## config.mk

```make
export PLATFORM = sky130hd
export DESIGN_NAME = imm_encoder
export DESIGN_NICKNAME = d
export VERILOG_FILES = /design/src/rtl/imm_encoder_pkg.sv /design/src/rtl/imm_pack.sv /design/src/rtl/imm_encoder.sv
export SDC_FILE = /design/constraint.sdc
export NUM_CORES = 1
export LEC_CHECK = 0
export BUFFER_PORTS_ARGS = -buffer_cell sky130_fd_sc_hd__buf_2
export CAP_MARGIN = 10
export CORE_MARGIN = 8
export CORE_UTILIZATION = 55
export CTS_BUF_LIST = sky130_fd_sc_hd__clkbuf_8
export DETAILED_ROUTE_END_ITERATION = 8
export GPL_TIMING_DRIVEN = 0
export MAX_ROUTING_LAYER = met4
export PLACE_DENSITY_LB_ADDON = 0.2
export SLEW_MARGIN = 0
export SYNTH_ARGS = -nofsm -noshare
export SYNTH_HDL_FRONTEND = slang
export SYNTH_SLANG_ARGS = --single-unit
```

## constraint.sdc

```tcl
create_clock -name clk -period 3.4 [get_ports clk]
set_clock_uncertainty 0.05 [all_clocks]
set_input_delay 0.68 -clock clk [delete_from_list [all_inputs] [get_ports clk]]
set_output_delay 0.68 -clock clk [all_outputs]
set_load 0.02 [all_outputs]
```

## src/rtl/imm_encoder_pkg.sv

```systemverilog
// Shared definitions for the immediate encoder and the datapath extender:
// imm_src codes, instruction field width, and the extender equations used
// for the optional round-trip consistency check.
package imm_encoder_pkg;

    localparam int FIELD_W = 25;   // instr[31:7]

    typedef enum logic [1:0] {
        IMM_I = 2'b00,
        IMM_S = 2'b01,
        IMM_B = 2'b10,
        IMM_J = 2'b11
    } imm_src_t;

    // Datapath extender: rebuild the sign-extended immediate from a packed field.
    function automatic logic [31:0] imm_extend(input logic [FIELD_W-1:0] f,
                                               input logic [1:0]         src);
        logic [31:0] r;
        r = '0;
        case (src)
            IMM_I:   r = {{20{f[24]}}, f[24:13]};
            IMM_S:   r = {{20{f[24]}}, f[24:18], f[4:0]};
            IMM_B:   r = {{20{f[24]}}, f[0], f[23:18], f[4:1], 1'b0};
            IMM_J:   r = {{12{f[24]}}, f[12:5], f[13], f[23:14], 1'b0};
            default: r = '0;
        endcase
        return r;
    endfunction

endpackage

```

## src/rtl/imm_pack.sv

```systemverilog
// Combinational packer: 32-bit signed immediate + format -> 25-bit instruction
// field plus a flag for values the format cannot represent. Out-of-range values
// are still packed from their low bits.
module imm_pack
    import imm_encoder_pkg::*;
(
    input  logic [31:0]        imm,
    input  logic [1:0]         imm_src,
    output logic [FIELD_W-1:0] field,
    output logic               err
);

    logic fits_12;   // V[31:11] all equal
    logic fits_13;   // V[31:12] all equal
    logic fits_21;   // V[31:20] all equal

    assign fits_12 = (&imm[31:11]) | ~(|imm[31:11]);
    assign fits_13 = (&imm[31:12]) | ~(|imm[31:12]);
    assign fits_21 = (&imm[31:20]) | ~(|imm[31:20]);

    // Scatter immediate bits into the per-format field positions and flag range errors.
    always_comb begin
        field = '0;
        err   = 1'b0;
        case (imm_src)
            IMM_I: begin
                field[24:13] = imm[11:0];
                err          = ~fits_12;
            end
            IMM_S: begin
                field[24:18] = imm[11:5];
                field[4:0]   = imm[4:0];
                err          = ~fits_12;
            end
            IMM_B: begin
                field[24]    = imm[12];
                field[23:18] = imm[10:5];
                field[4:1]   = imm[4:1];
                field[0]     = imm[11];
                err          = ~fits_13 | imm[0];
            end
            IMM_J: begin
                field[24]    = imm[20];
                field[23:14] = imm[10:1];
                field[13]    = imm[11];
                field[12:5]  = imm[19:12];
                err          = ~fits_21 | imm[0];
            end
            default: begin
                field = '0;
                err   = 1'b0;
            end
        endcase
    end

endmodule

```

## src/rtl/imm_encoder.sv

```systemverilog
// Immediate encoder top: two-stage valid/ready pipeline around imm_pack.
// S1 holds the raw immediate and format, S2 holds the packed field, format and
// range-error flag. A saturating counter tallies delivered beats with range errors.
// Optional feature macro: IMM_ROUNDTRIP_CHECK_EN adds out_rt_mismatch, which
// re-extends each packed field and flags disagreement with the original value.
module imm_encoder
    import imm_encoder_pkg::*;
#(
    parameter int CNT_W = 16
) (
    input  logic               clk,
    input  logic               rst,
    input  logic               in_valid,
    output logic               in_ready,
    input  logic [31:0]        in_imm,
    input  logic [1:0]         in_imm_src,
    output logic               out_valid,
    input  logic               out_ready,
    output logic [FIELD_W-1:0] out_field,
    output logic [1:0]         out_imm_src,
    output logic               out_range_err,
`ifdef IMM_ROUNDTRIP_CHECK_EN
    output logic               out_rt_mismatch,
`endif
    input  logic               clr_err,
    output logic [CNT_W-1:0]   err_count
);

    logic               s1_valid_reg;
    logic [31:0]        s1_imm_reg;
    logic [1:0]         s1_src_reg;

    logic               s2_valid_reg;
    logic [FIELD_W-1:0] s2_field_reg;
    logic [1:0]         s2_src_reg;
    logic               s2_err_reg;

    logic [CNT_W-1:0]   err_count_reg;

    logic               s2_adv;
    logic               s1_adv;
    logic [FIELD_W-1:0] pack_field;
    logic               pack_err;

    // A stage may load when it is empty or its contents leave this cycle.
    assign s2_adv   = ~s2_valid_reg | out_ready;
    assign s1_adv   = ~s1_valid_reg | s2_adv;
    assign in_ready = s1_adv;

    imm_pack u_pack (
        .imm     (s1_imm_reg),
        .imm_src (s1_src_reg),
        .field   (pack_field),
        .err     (pack_err)
    );

    // Stage 1: capture the raw immediate when the stage can advance.
    always_ff @(posedge clk or posedge rst) begin
        if (rst) begin
            s1_valid_reg <= 1'b0;
            s1_imm_reg   <= '0;
            s1_src_reg   <= '0;
        end else if (s1_adv) begin
            s1_valid_reg <= in_valid;
            if (in_valid) begin
                s1_imm_reg <= in_imm;
                s1_src_reg <= in_imm_src;
            end
        end
    end

    // Stage 2: register the packed result; held stable while backpressured.
    always_ff @(posedge clk or posedge rst) begin
        if (rst) begin
            s2_valid_reg <= 1'b0;
            s2_field_reg <= '0;
            s2_src_reg   <= '0;
            s2_err_reg   <= 1'b0;
        end else if (s2_adv) begin
            s2_valid_reg <= s1_valid_reg;
            if (s1_valid_reg) begin
                s2_field_reg <= pack_field;
                s2_src_reg   <= s1_src_reg;
                s2_err_reg   <= pack_err;
            end
        end
    end

    // Count delivered error beats; clear has priority and the count saturates.
    always_ff @(posedge clk or posedge rst) begin
        if (rst) begin
            err_count_reg <= '0;
        end else if (clr_err) begin
            err_count_reg <= '0;
        end else if (s2_valid_reg && out_ready && s2_err_reg && (err_count_reg != '1)) begin
            err_count_reg <= err_count_reg + 1'b1;
        end
    end

`ifdef IMM_ROUNDTRIP_CHECK_EN
    logic rt_mismatch_reg;
    logic rt_mismatch_next;

    assign rt_mismatch_next = (imm_extend(pack_field, s1_src_reg) != s1_imm_reg) && !pack_err;

    // Round-trip flag travels with the S2 beat it describes.
    always_ff @(posedge clk or posedge rst) begin
        if (rst) begin
            rt_mismatch_reg <= 1'b0;
        end else if (s2_adv && s1_valid_reg) begin
            rt_mismatch_reg <= rt_mismatch_next;
        end
    end

    assign out_rt_mismatch = rt_mismatch_reg;
`endif

    assign out_valid     = s2_valid_reg;
    assign out_field     = s2_field_reg;
    assign out_imm_src   = s2_src_reg;
    assign out_range_err = s2_err_reg;
    assign err_count     = err_count_reg;

endmodule

```

## Yosys cells after proc, flatten, opt, wreduce, memory -nomap -nowiden

Cells that the tools add are included.

- Divide/modulo/power cells: 0
- Reduce and logical (&&, ||, !) cells: 14
- Multiply operators: 0
- Eq/ne operators: 4
- Muxes and demuxes: 7
- Magnitude comparators: 0
- Add/sub/neg operators: 1
- Bitwise logic cells: 15
- Shifts and indexed selects: 0

Operator list:

| kind | number |
|---|---|
| $mux W16 | 2 |
| $pmux W7 S3 | 1 |
| $reduce_and A21 Y1 | 1 |
| $reduce_or A21 Y1 | 1 |
| $pmux W5 S2 | 2 |
| $reduce_and A20 Y1 | 1 |
| $reduce_or A20 Y1 | 1 |
| $add A16 B1 Y16 const B | 1 |
| $ne A16 B16 Y1 const B | 1 |
| $reduce_and A12 Y1 | 1 |
| $reduce_or A12 Y1 | 1 |
| $mux W8 | 1 |
| $not A1 Y1 | 8 |
| $or A1 B1 Y1 | 7 |
| $eq A2 B2 Y1 const B | 2 |
| $reduce_and A2 Y1 | 2 |
| $logic_and A1 B1 Y1 | 3 |
| $pmux W1 S3 | 1 |
| $eq A2 B1 Y1 const B | 1 |
| $logic_not A2 Y1 | 1 |
| $reduce_bool A2 Y1 | 1 |
| $reduce_or A2 Y1 | 1 |

- Latch bits: 0
- Logic and storage cells: 49
- Memories kept: 0
- Bits in read-only memories: 0
- Flip-flop bits (word level): 80
- Memory bits (writable): 0

## Logic depth before layout (Yosys ltp)

- Depth after elaboration: 6
- Gate-level depth with buffers: 8

## Hierarchy

From an unflattened synthesis, not the netlist that was laid out.

- Cell total of the unflattened synthesis: 299
- Area, all modules: 3,664.8 µm²

Modules (own cells, without submodules):

| module | cells each | area each (µm²) | instances |
|---|---|---|---|
| imm_encoder | 238 | 3,263.1 | 1 |
| imm_pack | 61 | 401.6 | 1 |

## Worst setup path after synthesis

No wires, ideal clock.

- Path kind: input -> register
- From: input port out_ready
- To: register s1_imm_reg[0]
- Setup time: 125 ps
- Path slack: 1,417 ps
- Path buffers: 1
- Arrival: 1,809 ps
- Stages: 4
- Cells stage by stage: nand3b_1 -> nand2_1 -> buf_2 -> mux2_2

- Cells in the longest elaborated chain, start to end: 3

Ends and longest elaborated chain:

| element | line | source |
|---|---|---|
| start, declared | imm_encoder.sv:18 | `input logic out_ready,` |
| $or A1 B1 Y1 | imm_encoder.sv:46 | `assign s2_adv = ~s2_valid_reg \| out_ready;` |
| $or A1 B1 Y1 | imm_encoder.sv:47 | `assign s1_adv = ~s1_valid_reg \| s2_adv;` |
| $reduce_and A2 Y1 (no line) | -- |  |
| end signal, assigned | imm_encoder.sv:66 | `s1_imm_reg <= in_imm;` |
| end, declared | imm_encoder.sv:30 | `logic [31:0] s1_imm_reg;` |

No other way between the ends.
A chain may end at the register's enable or synchronous reset.

## Worst setup path in the final report

- From: input port out_ready
- To: output port in_ready

- Cells in the longest elaborated chain, start to end: 2

Ends and longest elaborated chain:

| element | line | source |
|---|---|---|
| $or A1 B1 Y1 | imm_encoder.sv:46 |  |
| $or A1 B1 Y1 | imm_encoder.sv:47 |  |
| end, declared | imm_encoder.sv:14 | `output logic in_ready,` |

No other way between the ends.

==> impl_metrics.json <==
{
  "dpl.hpwl_mm": 5.659,
  "antenna_found_initial": 0,
  "initial_core_util": 0.5649,
  "slew_viol_final": 0,
  "port_buffers": 83,
  "vias_per_cell": 5.451,
  "netlist_instances": 291,
  "nFillCells": 489,
  "synth.distinct_cells": 40,
  "area_growth_pct": 20.64,
  "drt-pass1-iter-count": 4,
  "die_w_um": 96.30,
  "worst_slew_pin_slew_ps": 486.4,
  "netlist_area_mm2": 0.003546,
  "finalWorstSetupSlack_ps": 1501,
  "drtIter0Drc": 56,
  "yosysMostFrequentCell": "dfrtp_1",
  "worstPathMaxFanout": 3,
  "async_flop_share": 1.000,
  "final_cells": 468,
  "dp_slack_ps": 1230,
  "synth-seq-cells": 80,
  "status": "completed",
  "cts_tree": "done",
  "period_minus_slack_ps": 1899,
  "worstSetupEndpointType": "primary output",
  "die_h_um": 96.30,
  "place_inst": 452,
  "synth_nets": 335,
  "synth_edf_count": 0,
  "core_mm2": 0.006277,
  "wl_mm": 7.594,
  "grtUsageTotal": 0.1775,
  "cts_root_buffer": "clkbuf_8",
  "cts_resized": 0,
  "n_antenna_cell": 0,
  "drc": 0,
  "avgSynthCellArea_um2": 12.19,
  "routedWlPerCell_um": 16.23,
  "clock_tree.buffer_depth": 2,
  "slew_headroom": 0.6732,
  "grt-ovfl-total": 0,
  "static-leakage-power_nw": 1.972,
  "htreeDepth": 3,
  "worstPathArrival_ps": 1170,
  "io_pins": 85,
  "rows": 29,
  "start_kind": "input pin",
  "grt_max_degree": 44,
  "largest_reg_flops": 32,
  "fin_nets": 430,
  "cts.sinks": 80,
  "netlist_top_cells_area": "dfrtp_1 56%, mux2_2 13%, xnor2_1 3.5%, nand2_1 2.9%, nor3_2 2.5%",
  "place.gp.congestion": 0.8340,
  "die-area_mm2": 0.009273,
  "min_period_over_period": 0.5585,
  "power_density_mw_per_mm2": 533.4,
  "yosys_warnings": 0,
  "antenna_left": 0,
  "hold_violations": 0,
  "cts_inserted_buffers": 9,
  "cap_violations": 0,
  "cts_hold_buf": 0,
  "synth_top_area_share": 0.5646,
  "rsz0062_at_grt": "false",
  "yosys.area.top_type": "dfrtp_1",
  "yosysSeqAreaShare": 0.5646,
  "cts_setup_buffers": 0,
  "drive_gt1_frac": 0.4169,
  "ys.flop_type": "dfrtp_1",
  "fmax_ghz": 0.5266,
  "required_ps": 2670,
  "vias": 2551,
  "first_global_vias": 2636,
  "ir_worst_vdd_uv": 355.6,
  "holdCritPathClass": "input pin to asynchronous set/reset pin",
  "clk_latency_ps": 340,
  "synth_common_cells": "80 x dfrtp_1, 40 x mux2_2, 27 x nand2_1",
  "final-setup-viol-count": 0,
  "grt_pass1_wl_mm": 12.28,
  "clk_pin_slew_ps": 80,
  "worstSetupPathType": "input pin to primary output"
}
through the flow:
step / hold WS [ps] / power, mW / TNS [ps] / util / cell area, um^2
final: 309.6 / 2.282 / 0 / 0.6815 / 4278
after global routing: 334.0 / 2.398 / 0 / 0.6815 / 4278
after CTS: 313.7 / 2.304 / 0 / 0.6815 / 4278
after detailed placement: 417.0 / 1.619 / 0 / 0.6500 / 4080
after global placement: 410.0 / 1.599 / -22620 / 0.6464 / 4058
after floorplan: 424.9 / 1.456 / 0 / - / 3546
worst paths after layout:
check	from	endpoint	slack (ps)	cells past startpoint
max	out_ready	in_ready	1500	3
min	rst	out_field[1]	310	2
max reg2reg	err_count[0]	err_count[10]	1530	8
min reg2reg	out_field[11]	out_field[11]	430	2
max in group asynchronous	rst	out_field[12]	2410	3
min in group clk	out_field[11]	out_field[11]	430	2
layout by cell type, fill, tap and decap left out, types with 2 or more instances in the layout:
master / n
xnor2_1: 14
nand3_1: 6
dfrtp_1: 80
inv_1: 3
nor4_1: 5
nor3_1: 4
nand2_1: 27
ha_1: 5
nand2b_1: 4
mux2_2: 40
o21ai_0: 14
clkinv_2: 2
clkbuf_1: 5
nor2_1: 20
nor3b_2: 2
clkbuf_8: 10
a22o_1: 9
buf_2: 88
a21oi_1: 3
nand4_1: 10
and4_1: 2
a22oi_1: 3
buf_6: 3
nor3_2: 9
power breakdown:
part,internal (mW),total (mW),switching [mW]
clock network,0.355,0.687,0.332
logic,0.185,0.431,0.246
registers,1.08,1.16,0.0871
total,1.62,2.28,0.664
cell type report:
cell class	count	area (um^2)	area share
Buffer	15	88.84	0.02077
Clock buffer	10	137.6	0.03217
Clock inverter	6	60.06	0.01404
Inverter	3	13.76	0.003217
Multi-Input combinational cell	193	1444	0.3375
Sequential cell	80	2002	0.4680
Tap cell	77	96.34	0.02252
Timing Repair Buffer	84	435.4	0.1018
worst max-delay path: stages:
cell      delay, ps
buf_2           120
nand3b_1        180
buf_2           180
per-layer routing:
metal / part of all wire / GRT usage
met2: 0.48 / 0.2826
met4: 0.016 / 0.07440
met1: 0.45 / 0.2165
met5: 0 / -
met3: 0.057 / 0.03432
logic make-up (layout without fill, tap and decap cells):
kind of cell    count (synthesis)  in the layout  share of synthesized area
compound gates                 33             33                    0.06105
xor+xnor                       14             14                    0.03458
buf+inv                        18            118                    0.02823
simple gates                  100            100                     0.1641
flops                          80             80                     0.5646
fa+ha+maj                       5              5                    0.01764
mux                            41             41                     0.1299
Note: power is estimated with default switching activity, not from simulation.
